**config.mk**
```make
export PLATFORM = sky130hd
export DESIGN_NAME = twiddle_gen_flat
export DESIGN_NICKNAME = d
export VERILOG_FILES = /design/src/rtl/twiddle_gen_if.sv /design/src/rtl/twiddle_gen.sv /design/src/flat_wrapper.sv
export SDC_FILE = /design/constraint.sdc
export NUM_CORES = 1
export LEC_CHECK = 0
export BUFFER_PORTS_ARGS = -buffer_cell sky130_fd_sc_hd__buf_2
export CAP_MARGIN = 20
export CORE_MARGIN = 2
export CORE_UTILIZATION = 40
export DETAILED_ROUTE_END_ITERATION = 8
export PLACE_DENSITY_LB_ADDON = 0.25
export SLEW_MARGIN = 20
export SYNTH_ARGS = -nofsm -noshare
export SYNTH_HDL_FRONTEND = slang
export SYNTH_SLANG_ARGS = --single-unit
```
**constraint.sdc**
```tcl
create_clock -name clk -period 1.41 [get_ports clk]
set_input_delay 0.282 -clock clk [delete_from_list [all_inputs] [get_ports clk]]
set_output_delay 0.282 -clock clk [all_outputs]
set_load 0.01 [all_outputs]
```
**src/rtl/twiddle_gen_if.sv**
```systemverilog
// twiddle_gen_if: twiddle output stream between twiddle_gen and the butterfly datapath.
//   master (generator): drives out_valid, out_re, out_im, out_idx, out_last; samples out_ready
//   slave  (consumer) : samples the payload; drives out_ready
// A beat transfers on a rising edge where out_valid && out_ready.
// DATA_W and IDX_W must match the generator's DATA_W and $clog2(N_POINTS)-1.
interface twiddle_gen_if #(
    parameter int unsigned DATA_W = 8,
    parameter int unsigned IDX_W  = 2
);
    logic                     out_valid;
    logic                     out_ready;
    logic signed [DATA_W-1:0] out_re;
    logic signed [DATA_W-1:0] out_im;
    logic        [IDX_W-1:0]  out_idx;
    logic                     out_last;

    modport master (
        output out_valid,
        output out_re,
        output out_im,
        output out_idx,
        output out_last,
        input  out_ready
    );

    modport slave (
        input  out_valid,
        input  out_re,
        input  out_im,
        input  out_idx,
        input  out_last,
        output out_ready
    );
endinterface

```
**src/rtl/twiddle_gen.sv**
```systemverilog
// twiddle_gen: twiddle-factor stream for one radix-2 DIT FFT stage.
// Stores a quarter-wave cosine table (N_POINTS/4+1 entries) and folds it by symmetry to
// W = cos(2*pi*m/N) - j*sin(2*pi*m/N). A start streams N_POINTS/2 twiddles for the
// requested stage through a 2-register pipeline with valid/ready back-pressure.
//
// Ports:
//   clk, rst_n  clock (rising edge), asynchronous active-low reset
//   start_i     request a stage sequence; accepted only while idle
//   stage_i     FFT stage, legal 0..LOG2N-1, sampled with start_i
//   inverse_i   (only with TWIDDLE_INVERSE_EN) emit conjugate twiddles for the IFFT
//   busy_o      sequence in progress
//   err_o       one-cycle pulse after an idle start with an illegal stage
//   out_bus     twiddle stream (master side of twiddle_gen_if)
//
// Build option: define TWIDDLE_INVERSE_EN to add inverse_i.
module twiddle_gen #(
    parameter  int unsigned N_POINTS = 8,
    parameter  int unsigned DATA_W   = 8,
    localparam int unsigned LOG2N    = $clog2(N_POINTS),
    localparam int unsigned STAGE_W  = ($clog2(LOG2N) > 1) ? $clog2(LOG2N) : 1,
    localparam int unsigned IDX_W    = LOG2N - 1
) (
    input  logic               clk,
    input  logic               rst_n,
    input  logic               start_i,
    input  logic [STAGE_W-1:0] stage_i,
`ifdef TWIDDLE_INVERSE_EN
    input  logic               inverse_i,
`endif
    output logic               busy_o,
    output logic               err_o,
    twiddle_gen_if.master      out_bus
);

    localparam int unsigned     RomDepth = N_POINTS / 4 + 1;
    localparam logic [IDX_W-1:0] Quarter = IDX_W'(N_POINTS / 4);
    localparam logic [IDX_W-1:0] LastCnt = IDX_W'(N_POINTS / 2 - 1);
    localparam real              Pi      = 3.14159265358979323846;
    localparam real              FullScl = real'((1 << (DATA_W - 1)) - 1);

    // Symmetric round-half-away keeps +1.0 and -1.0 at equal magnitude, so the
    // most-negative code is never generated and negation cannot overflow.
    function automatic logic signed [DATA_W-1:0] cos_q(input int k);
        real x;
        int  v;
        x = $cos(2.0 * Pi * real'(k) / real'(N_POINTS)) * FullScl;
        if (x >= 0.0) v = $rtoi(x + 0.5);
        else          v = -$rtoi(0.5 - x);
        return DATA_W'(v);
    endfunction

    logic signed [DATA_W-1:0] rom [RomDepth];
    for (genvar gi = 0; gi < RomDepth; gi++) begin : g_rom
        assign rom[gi] = cos_q(gi);
    end

    typedef enum logic [1:0] {StIdle, StRun, StDrain} state_e;

    state_e             state_q, state_d;
    logic [STAGE_W-1:0] stage_q, stage_d;
    logic [IDX_W-1:0]   cnt_q, cnt_d;
    logic               err_q, err_d;
    logic               inv_q;

    // Stage 1: exponent decoded into table addresses and the real-part sign.
    logic             s1_valid_q, s1_valid_d;
    logic             s1_last_q, s1_last_d;
    logic [IDX_W-1:0] s1_idx_q, s1_idx_d;
    logic [IDX_W-1:0] s1_addr_re_q, s1_addr_re_d;
    logic [IDX_W-1:0] s1_addr_im_q, s1_addr_im_d;
    logic             s1_neg_re_q, s1_neg_re_d;

    // Stage 2: registered outputs.
    logic                     out_valid_q, out_valid_d;
    logic                     out_last_q, out_last_d;
    logic [IDX_W-1:0]         out_idx_q, out_idx_d;
    logic signed [DATA_W-1:0] out_re_q, out_re_d;
    logic signed [DATA_W-1:0] out_im_q, out_im_d;

    logic                     advance, accept_last, legal, start_ok;
    logic [IDX_W-1:0]         k_mask, k_cur, m_cur, r_cur;
    logic signed [DATA_W-1:0] re_mag, im_mag;

    always_comb begin
        // A held beat freezes every register behind it, including the index counter.
        advance     = !(out_valid_q && !out_bus.out_ready);
        accept_last = out_valid_q && out_bus.out_ready && out_last_q;
        legal       = (32'(stage_i) < LOG2N);
        start_ok    = (state_q == StIdle) && start_i && legal;

        // Counter bits below the stage number select k; groups just repeat the pattern.
        k_mask = IDX_W'((32'd1 << stage_q) - 32'd1);
        k_cur  = cnt_q & k_mask;
        m_cur  = k_cur << (IDX_W - 32'(stage_q));
        r_cur  = m_cur - Quarter;

        state_d = state_q;
        stage_d = stage_q;
        cnt_d   = cnt_q;
        err_d   = 1'b0;

        case (state_q)
            StIdle: begin
                if (start_i) begin
                    if (legal) begin
                        state_d = StRun;
                        stage_d = stage_i;
                        cnt_d   = '0;
                    end else begin
                        err_d = 1'b1;
                    end
                end
            end
            StRun: begin
                if (advance) begin
                    cnt_d = cnt_q + 1'b1;
                    if (cnt_q == LastCnt) state_d = StDrain;
                end
            end
            StDrain: begin
                if (accept_last) state_d = StIdle;
            end
            default: state_d = StIdle;
        endcase

        s1_valid_d   = s1_valid_q;
        s1_last_d    = s1_last_q;
        s1_idx_d     = s1_idx_q;
        s1_addr_re_d = s1_addr_re_q;
        s1_addr_im_d = s1_addr_im_q;
        s1_neg_re_d  = s1_neg_re_q;
        if (advance) begin
            s1_valid_d = (state_q == StRun);
            s1_last_d  = (state_q == StRun) && (cnt_q == LastCnt);
            s1_idx_d   = m_cur;
            if (m_cur < Quarter) begin
                s1_addr_re_d = m_cur;
                s1_addr_im_d = Quarter - m_cur;
                s1_neg_re_d  = 1'b0;
            end else begin
                s1_addr_re_d = Quarter - r_cur;
                s1_addr_im_d = r_cur;
                s1_neg_re_d  = 1'b1;
            end
        end

        re_mag = rom[s1_addr_re_q];
        im_mag = rom[s1_addr_im_q];

        out_valid_d = out_valid_q;
        out_last_d  = out_last_q;
        out_idx_d   = out_idx_q;
        out_re_d    = out_re_q;
        out_im_d    = out_im_q;
        if (advance) begin
            out_valid_d = s1_valid_q;
            out_last_d  = s1_valid_q && s1_last_q;
            out_idx_d   = s1_valid_q ? s1_idx_q : '0;
            // Imaginary part is -sin for the forward transform; the conjugate drops the sign.
            out_re_d    = !s1_valid_q ? '0 : (s1_neg_re_q ? -re_mag : re_mag);
            out_im_d    = !s1_valid_q ? '0 : (inv_q ? im_mag : -im_mag);
        end
    end

    always_ff @(posedge clk or negedge rst_n) begin
        if (!rst_n) begin
            state_q      <= StIdle;
            stage_q      <= '0;
            cnt_q        <= '0;
            err_q        <= 1'b0;
            s1_valid_q   <= 1'b0;
            s1_last_q    <= 1'b0;
            s1_idx_q     <= '0;
            s1_addr_re_q <= '0;
            s1_addr_im_q <= '0;
            s1_neg_re_q  <= 1'b0;
            out_valid_q  <= 1'b0;
            out_last_q   <= 1'b0;
            out_idx_q    <= '0;
            out_re_q     <= '0;
            out_im_q     <= '0;
        end else begin
            state_q      <= state_d;
            stage_q      <= stage_d;
            cnt_q        <= cnt_d;
            err_q        <= err_d;
            s1_valid_q   <= s1_valid_d;
            s1_last_q    <= s1_last_d;
            s1_idx_q     <= s1_idx_d;
            s1_addr_re_q <= s1_addr_re_d;
            s1_addr_im_q <= s1_addr_im_d;
            s1_neg_re_q  <= s1_neg_re_d;
            out_valid_q  <= out_valid_d;
            out_last_q   <= out_last_d;
            out_idx_q    <= out_idx_d;
            out_re_q     <= out_re_d;
            out_im_q     <= out_im_d;
        end
    end

`ifdef TWIDDLE_INVERSE_EN
    always_ff @(posedge clk or negedge rst_n) begin
        if (!rst_n) begin
            inv_q <= 1'b0;
        end else if (start_ok) begin
            inv_q <= inverse_i;
        end
    end
`else
    assign inv_q = 1'b0;
`endif

    assign busy_o            = (state_q != StIdle);
    assign err_o             = err_q;
    assign out_bus.out_valid = out_valid_q;
    assign out_bus.out_last  = out_last_q;
    assign out_bus.out_idx   = out_idx_q;
    assign out_bus.out_re    = out_re_q;
    assign out_bus.out_im    = out_im_q;

endmodule
```
**src/flat_wrapper.sv**
```systemverilog
// flat-port wrapper written by rule: the top's interface ports become plain ports
module twiddle_gen_flat 
#(
    parameter  int unsigned N_POINTS = 8,
    parameter  int unsigned DATA_W   = 8,
    localparam int unsigned LOG2N    = $clog2(N_POINTS),
    localparam int unsigned STAGE_W  = ($clog2(LOG2N) > 1) ? $clog2(LOG2N) : 1,
    localparam int unsigned IDX_W    = LOG2N - 1
)
  (clk, rst_n, start_i, stage_i, busy_o, err_o, out_bus_out_valid, out_bus_out_re, out_bus_out_im, out_bus_out_idx, out_bus_out_last, out_bus_out_ready);
  twiddle_gen_if #(.DATA_W(DATA_W)) out_bus_i ();
  input  logic clk;
  input  logic rst_n;
  input  logic start_i;
  input  logic [STAGE_W-1:0] stage_i;
  output logic busy_o;
  output logic err_o;
  output wire logic [$bits(out_bus_i.out_valid)-1:0] out_bus_out_valid;
  output wire logic [$bits(out_bus_i.out_re)-1:0] out_bus_out_re;
  output wire logic [$bits(out_bus_i.out_im)-1:0] out_bus_out_im;
  output wire logic [$bits(out_bus_i.out_idx)-1:0] out_bus_out_idx;
  output wire logic [$bits(out_bus_i.out_last)-1:0] out_bus_out_last;
  input wire logic [$bits(out_bus_i.out_ready)-1:0] out_bus_out_ready;
  assign out_bus_out_valid = out_bus_i.out_valid;
  assign out_bus_out_re = out_bus_i.out_re;
  assign out_bus_out_im = out_bus_i.out_im;
  assign out_bus_out_idx = out_bus_i.out_idx;
  assign out_bus_out_last = out_bus_i.out_last;
  assign out_bus_i.out_ready = out_bus_out_ready;
  twiddle_gen #(.N_POINTS(N_POINTS), .DATA_W(DATA_W)) u_core (.clk(clk), .rst_n(rst_n), .start_i(start_i), .stage_i(stage_i), .busy_o(busy_o), .err_o(err_o), .out_bus(out_bus_i));
endmodule
```
Word-level counts from Yosys, hierarchy flattened
Index checks and enable logic that the tools add are counted.
{"block": "op_classes", "shift": 2, "muxes": 26, "eq_ne": 8, "n_addsub": 8, "bitwise": 3, "order_cmp": 4, "n_reduce_logical": 12}
{"operator": "8-bit 2-to-1 mux", "n": 7}
{"operator": "8-bit binary-select mux with 2-bit select", "n": 2}
{"operator": "2-bit by 32-bit left shift with 2-bit output", "n": 1}
{"operator": "2-bit 2-to-1 mux", "n": 11}
{"operator": "8-bit negator", "n": 2}
{"operator": "3-bit greater-or-equal comparator, second input constant", "n": 2}
{"operator": "2-bit by 1-bit inequality test with 1-bit output, second input constant", "n": 3}
{"operator": "2-bit inverter with 3-bit output", "n": 2}
{"operator": "2-bit one-hot mux with 3 select lines", "n": 1}
{"operator": "1-bit logical AND", "n": 5}
{"operator": "5-bit AND reduction", "n": 1}
{"operator": "2-bit equality test, second input constant", "n": 2}
{"operator": "2-bit < comparator, second input constant", "n": 2}
{"operator": "1-bit 2-to-1 mux", "n": 4}
{"operator": "2-bit inequality test, second input constant", "n": 2}
{"operator": "2-bit one-hot mux with 2 select lines", "n": 1}
{"operator": "4-bit AND reduction", "n": 1}
{"operator": "2-bit nonzero test", "n": 2}
{"operator": "2-bit subtractor, first input constant", "n": 2}
{"operator": "3-bit AND reduction", "n": 1}
{"operator": "2-bit by 2-bit subtractor with 3-bit output, first input constant", "n": 1}
{"operator": "2-bit by 1-bit adder with 2-bit output, second input constant", "n": 1}
{"operator": "2-bit bitwise AND", "n": 1}
{"operator": "2-bit by 1-bit equality test with 1-bit output, second input constant", "n": 1}
{"operator": "other kinds (5)", "n": 5}
{"block": "word_totals", "inputBits": 6, "regBits": 36, "word_cells": 78, "output_inout_bits": 22}

Logic depth before layout (Yosys ltp)
{"block": "logic_depth", "word_depth": 7, "ltp_mapped": 5, "mapped_depth_nobuf": 5}

Worst setup path after synthesis
OpenSTA, ideal clock, no wires.
{"block": "synth_timing", "kind": "register to register", "from": "register u_core.stage_q[0]", "to": "register u_core.s1_addr_re_q[1]", "period_less_slack_ns": 1.399, "path_stages_with_launch": 6, "setup_slack_ns": 0.011, "path_buffers": 0, "t_arrival_ns": 1.313, "cell_sequence": "dfrtp_1 inv_1 ha_1 and4bb_2 or2_1 o211ai_1"}
{"block": "synth_via", "elab_chain_cells": 7, "word_cells_on_any_way": 9, "cone_classes": "add/sub (4); order compare (1); shift (2); mux (1); bitwise (1)"}
{"element": "start, declared", "line": "twiddle_gen.sv:60", "text": "logic [STAGE_W-1:0] stage_q, stage_d;"}
{"element": "start signal, assigned", "line": "twiddle_gen.sv:184", "text": "stage_q <= stage_d;"}
{"element": "1-bit by 2-bit left shift with 2-bit output", "line": "twiddle_gen.sv:92", "text": "k_mask = IDX_W'((32'd1 << stage_q) - 32'd1);"}
{"element": "2-bit by 1-bit subtractor with 2-bit output", "line": "twiddle_gen.sv:92"}
{"element": "2-bit bitwise AND", "line": "twiddle_gen.sv:93", "text": "k_cur = cnt_q & k_mask;"}
{"element": "2-bit by 32-bit left shift with 2-bit output (*)", "line": "twiddle_gen.sv:94", "text": "m_cur = k_cur << (IDX_W - 32'(stage_q));"}
{"element": "2-bit subtractor", "line": "twiddle_gen.sv:95", "text": "r_cur = m_cur - Quarter;"}
{"element": "2-bit subtractor", "line": "twiddle_gen.sv:141", "text": "s1_addr_re_d = Quarter - r_cur;"}
{"element": "2-bit 2-to-1 mux (*)", "line": "twiddle_gen.sv:136", "text": "if (m_cur < Quarter) begin"}
{"element": "end signal, assigned", "line": "twiddle_gen.sv:190", "text": "s1_addr_re_q <= s1_addr_re_d;"}
{"element": "end, declared", "line": "twiddle_gen.sv:69", "text": "logic [IDX_W-1:0] s1_addr_re_q, s1_addr_re_d;"}
Every way passes the cells marked *; elsewhere a longest branch is shown, timed or not.
A chain may end at the register's enable or synchronous reset.

Worst setup path in the final report
Ends and elaborated chain as after synthesis.

==> flow_summary.yaml <==
placed_design:
  dpl.hpwl_mm: 1.58
  io_buffers: 27
  place_congestion: 0.739
route:
  finalWirelength_mm: 2.31
  wl_per_cell_um: 12.9
  drtAntennaViolNets: 0
  route.detailed.drc: 0
  drt_iter0_drc: 31
  drt_pass1_iterations: 4
  vias: 916
  avgViaCountPerCell: 5.12
floorplanning:
  ios: 28
  start_util: 0.413
  placementRows: 20
  die_h_um: 59.7
  die-area_um2: 3560
  die_x_um: 59.7
  core_um2: 3000
logic_synthesis:
  mappedNetlistNets: 121
  synth_edf_count: 0
  synth_top_family_by_area: "simple AND/OR/NAND/NOR gates"
  async_flop_share: 1.00
  yosysWarnings: 0
  synth.cell_area_um2: 1240
  synth.top_cell.area_share: 0.524
  syn_inst: 111
  synthMuxAreaShare: 0.0212
  synth-seq-cells: 26
  synth.top_cells.by_area: "dfrtp_1, nand2_1, buf_4, a22o_1, ha_1"
  synth_most_common_cell: "dfrtp_1"
  synth_flop_cell: "dfrtp_1"
  synth_cell_types: 34
  synth.cells.most_frequent: "dfrtp_1, nand2_1, buf_4, nand3_1, a22o_1"
  yosys.area_share.simple: 0.208
  synthAdderAreaFrac: 0.0403
  synth_compound_area_frac: 0.126
  syn_avg_cell_area_um2: 11.2
  yosys.area_share.xor_xnor: 0.00706
  synth.largest_area_cell: "dfrtp_1"
  yosysSeqAreaShare: 0.524
cells_and_area:
  finalCoreUtilization: 0.512
  n_fill_cell: 287
  area_growth_pct: 23.8
  antenna_cells: 0
  final_layout_size_suffix_gt1_frac: 0.438
  nNetsFinal: 157
worst_setup_path:
  critPathMaxStageDelay_ps: 440
  crit_path_start_kind: "flop"
  crit_fanout: 4
  crit_type: "flop to flop"
  worstPathArrival_ps: 1640
  crit_path_top_delay_cell: "dfrtp_1"
  path_cells: "inv_2, ha_4, and4bb_2, or2_1, o211ai_1"
  endpoint_kind: "flop"
  crit_required_ps: 1660
run:
  max_cap_violations: 0
timing:
  setup_viol: 0
  finalSetupTns_ps: 0
  finalMaxSlewViolations: 0
  timing_worst_slew_pin_value_ps: 578
  finalHoldViolCount: 0
  max_slew_margin: 0.614
  layout_min_cycle_time_ps: 1390
  fmax_ghz: 0.721
  rsz0062_at_grt: "true"
  fin_worst_skew_ps: 1.48
  finalCritPeriodShare: 0.983
clocking:
  cts_inserted_buffers: 3
  cts.clk_slew.worst_paths_ps: 130
  numClockSinks: 26
  cts_max_level: 1
  clock_latency_ps: 320
  clockBufferDepth: 2
  clockRootBuffer: "clkbuf_4"
  cts_tree: "built"
power:
  power_density_nw_per_um2: 2180
  worst_ir_drop_vdd_mv: 1.02
  p_leak_nw: 0.777
global_routing:
  antenna_found_initial: 0
  grt_pass1_vias: 841
  grtUsageTotal: 0.141
  grt_pass1_wl_mm: 3.66
  grt_max_degree: 27
  grt_overflow: 0
outcome:
  outcome: "complete, no violations"
worst_hold_path:
  hp-class: "input pin to flop"
[cells by family after synthesis]
kind of cell	Yosys count
and+or+nand+nor	45
buffers and inverters	13
DFF	26
AOI/OAI and AO/OA	20
adders and majority gates	4
xor gates and xnor gates	1
muxes	2
[worst paths after layout]
kind	from	to	slack, ps	cells after the start
worst max register to register	u_core.stage_q[0]	u_core.s1_addr_re_q[1]	20	5
worst min register to register	u_core.out_bus.out_idx[0]	u_core.out_bus.out_idx[0]	480	2
worst min-delay path	stage_i[0]	u_core.err_o	180	3
min in group asynchronous	rst_n	u_core.out_bus.out_im[5]	470	2
max in group asynchronous	rst_n	u_core.state_q[1]	530	2
worst max-delay path	u_core.stage_q[0]	u_core.s1_addr_re_q[1]	20	5
[through the flow]
step | setup WS (ps) | cells | hold slack (ps) | total power (W) | instance area (um^2)
2_1_floorplan | 10.8 | 111 | -13.6 | 0.00227 | 1240
5_1_grt | -58.6 | 179 | 187 | 0.00362 | 1540
3_3_place_gp | 33.4 | 167 | 316 | 0.00261 | 1380
4_1_cts | -21.3 | 179 | 177 | 0.00323 | 1490
3_5_place_dp | -3.45 | 167 | 322 | 0.00268 | 1380
6_report | 23.6 | 179 | 184 | 0.00334 | 1540
[repair_timing]
item                                   in CTS  in global routing
buffers inserted                            7                  2
setup endpoints to repair                   3                  6
resized for setup                           3                 10
hold buffers                                1                  0
endpoints found under the hold margin      26                  0
pin swaps                                   2                  7
[flip-flops by register name, summed over array words and instances (netlist names)]
register                  flops
u_core.err_o                  1
u_core.cnt_q                  2
u_core.s1_addr_im_q           2
u_core.out_bus.out_re         5
u_core.out_bus.out_valid      1
u_core.out_bus.out_idx        2
u_core.stage_q                2
u_core.state_q                2
u_core.out_bus.out_im         4
u_core.out_bus.out_last       1
u_core.s1_last_q              1
u_core.s1_addr_re_q           1
u_core.s1_valid_q             1
u_core.s1_neg_re_q            1
[metal layers]
metal	up-vias	GRT usage	part of all wire	wire (um)
li1	453	-	-	-
met1	437	0.170	0.45	1040
met2	21	0.241	0.50	1140
met3	5	0.0260	0.035	81
met4	0	0.0667	0.018	41
met5	-	0	0	0
[critical path, delay by kind of cell, from the launching register on]
kind                       cells  cell delay (ps)
and+or+nand+nor                2              440
DFF                            1              440
buffers and inverters          1               90
adders and majority gates      1              190
AOI/OAI and AO/OA              1              150
[placed cells by master, fill, tap and decap left out, types with 3 or more instances in the layout]
master and count:
buf_2 26, dfrtp_1 25, nand2_1 16, buf_4 11, nand3_1 7, a22o_1 6
nor2_1 5, o21ai_0 4, clkbuf_4 3, buf_6 3
[power breakdown]
part           total [W]  internal [W]  switching (W)  leakage (nW)
Combinational    0.00170      0.000947       0.000750         0.424
Clock           0.000377      0.000158       0.000219        0.0210
Sequential       0.00127       0.00104       0.000231         0.331
Total            0.00334       0.00214        0.00120         0.777
[area by class of cell]
type,instances,area (um^2),share of cell area
tap,33,41.3,0.0269
timing repair buffer,41,256,0.167
inverter,3,11.3,0.00733
multi-input combinational,72,539,0.351
clock buffer,4,36.3,0.0236
sequential,26,652,0.424
Note: power is estimated with default switching activity, not from simulation.
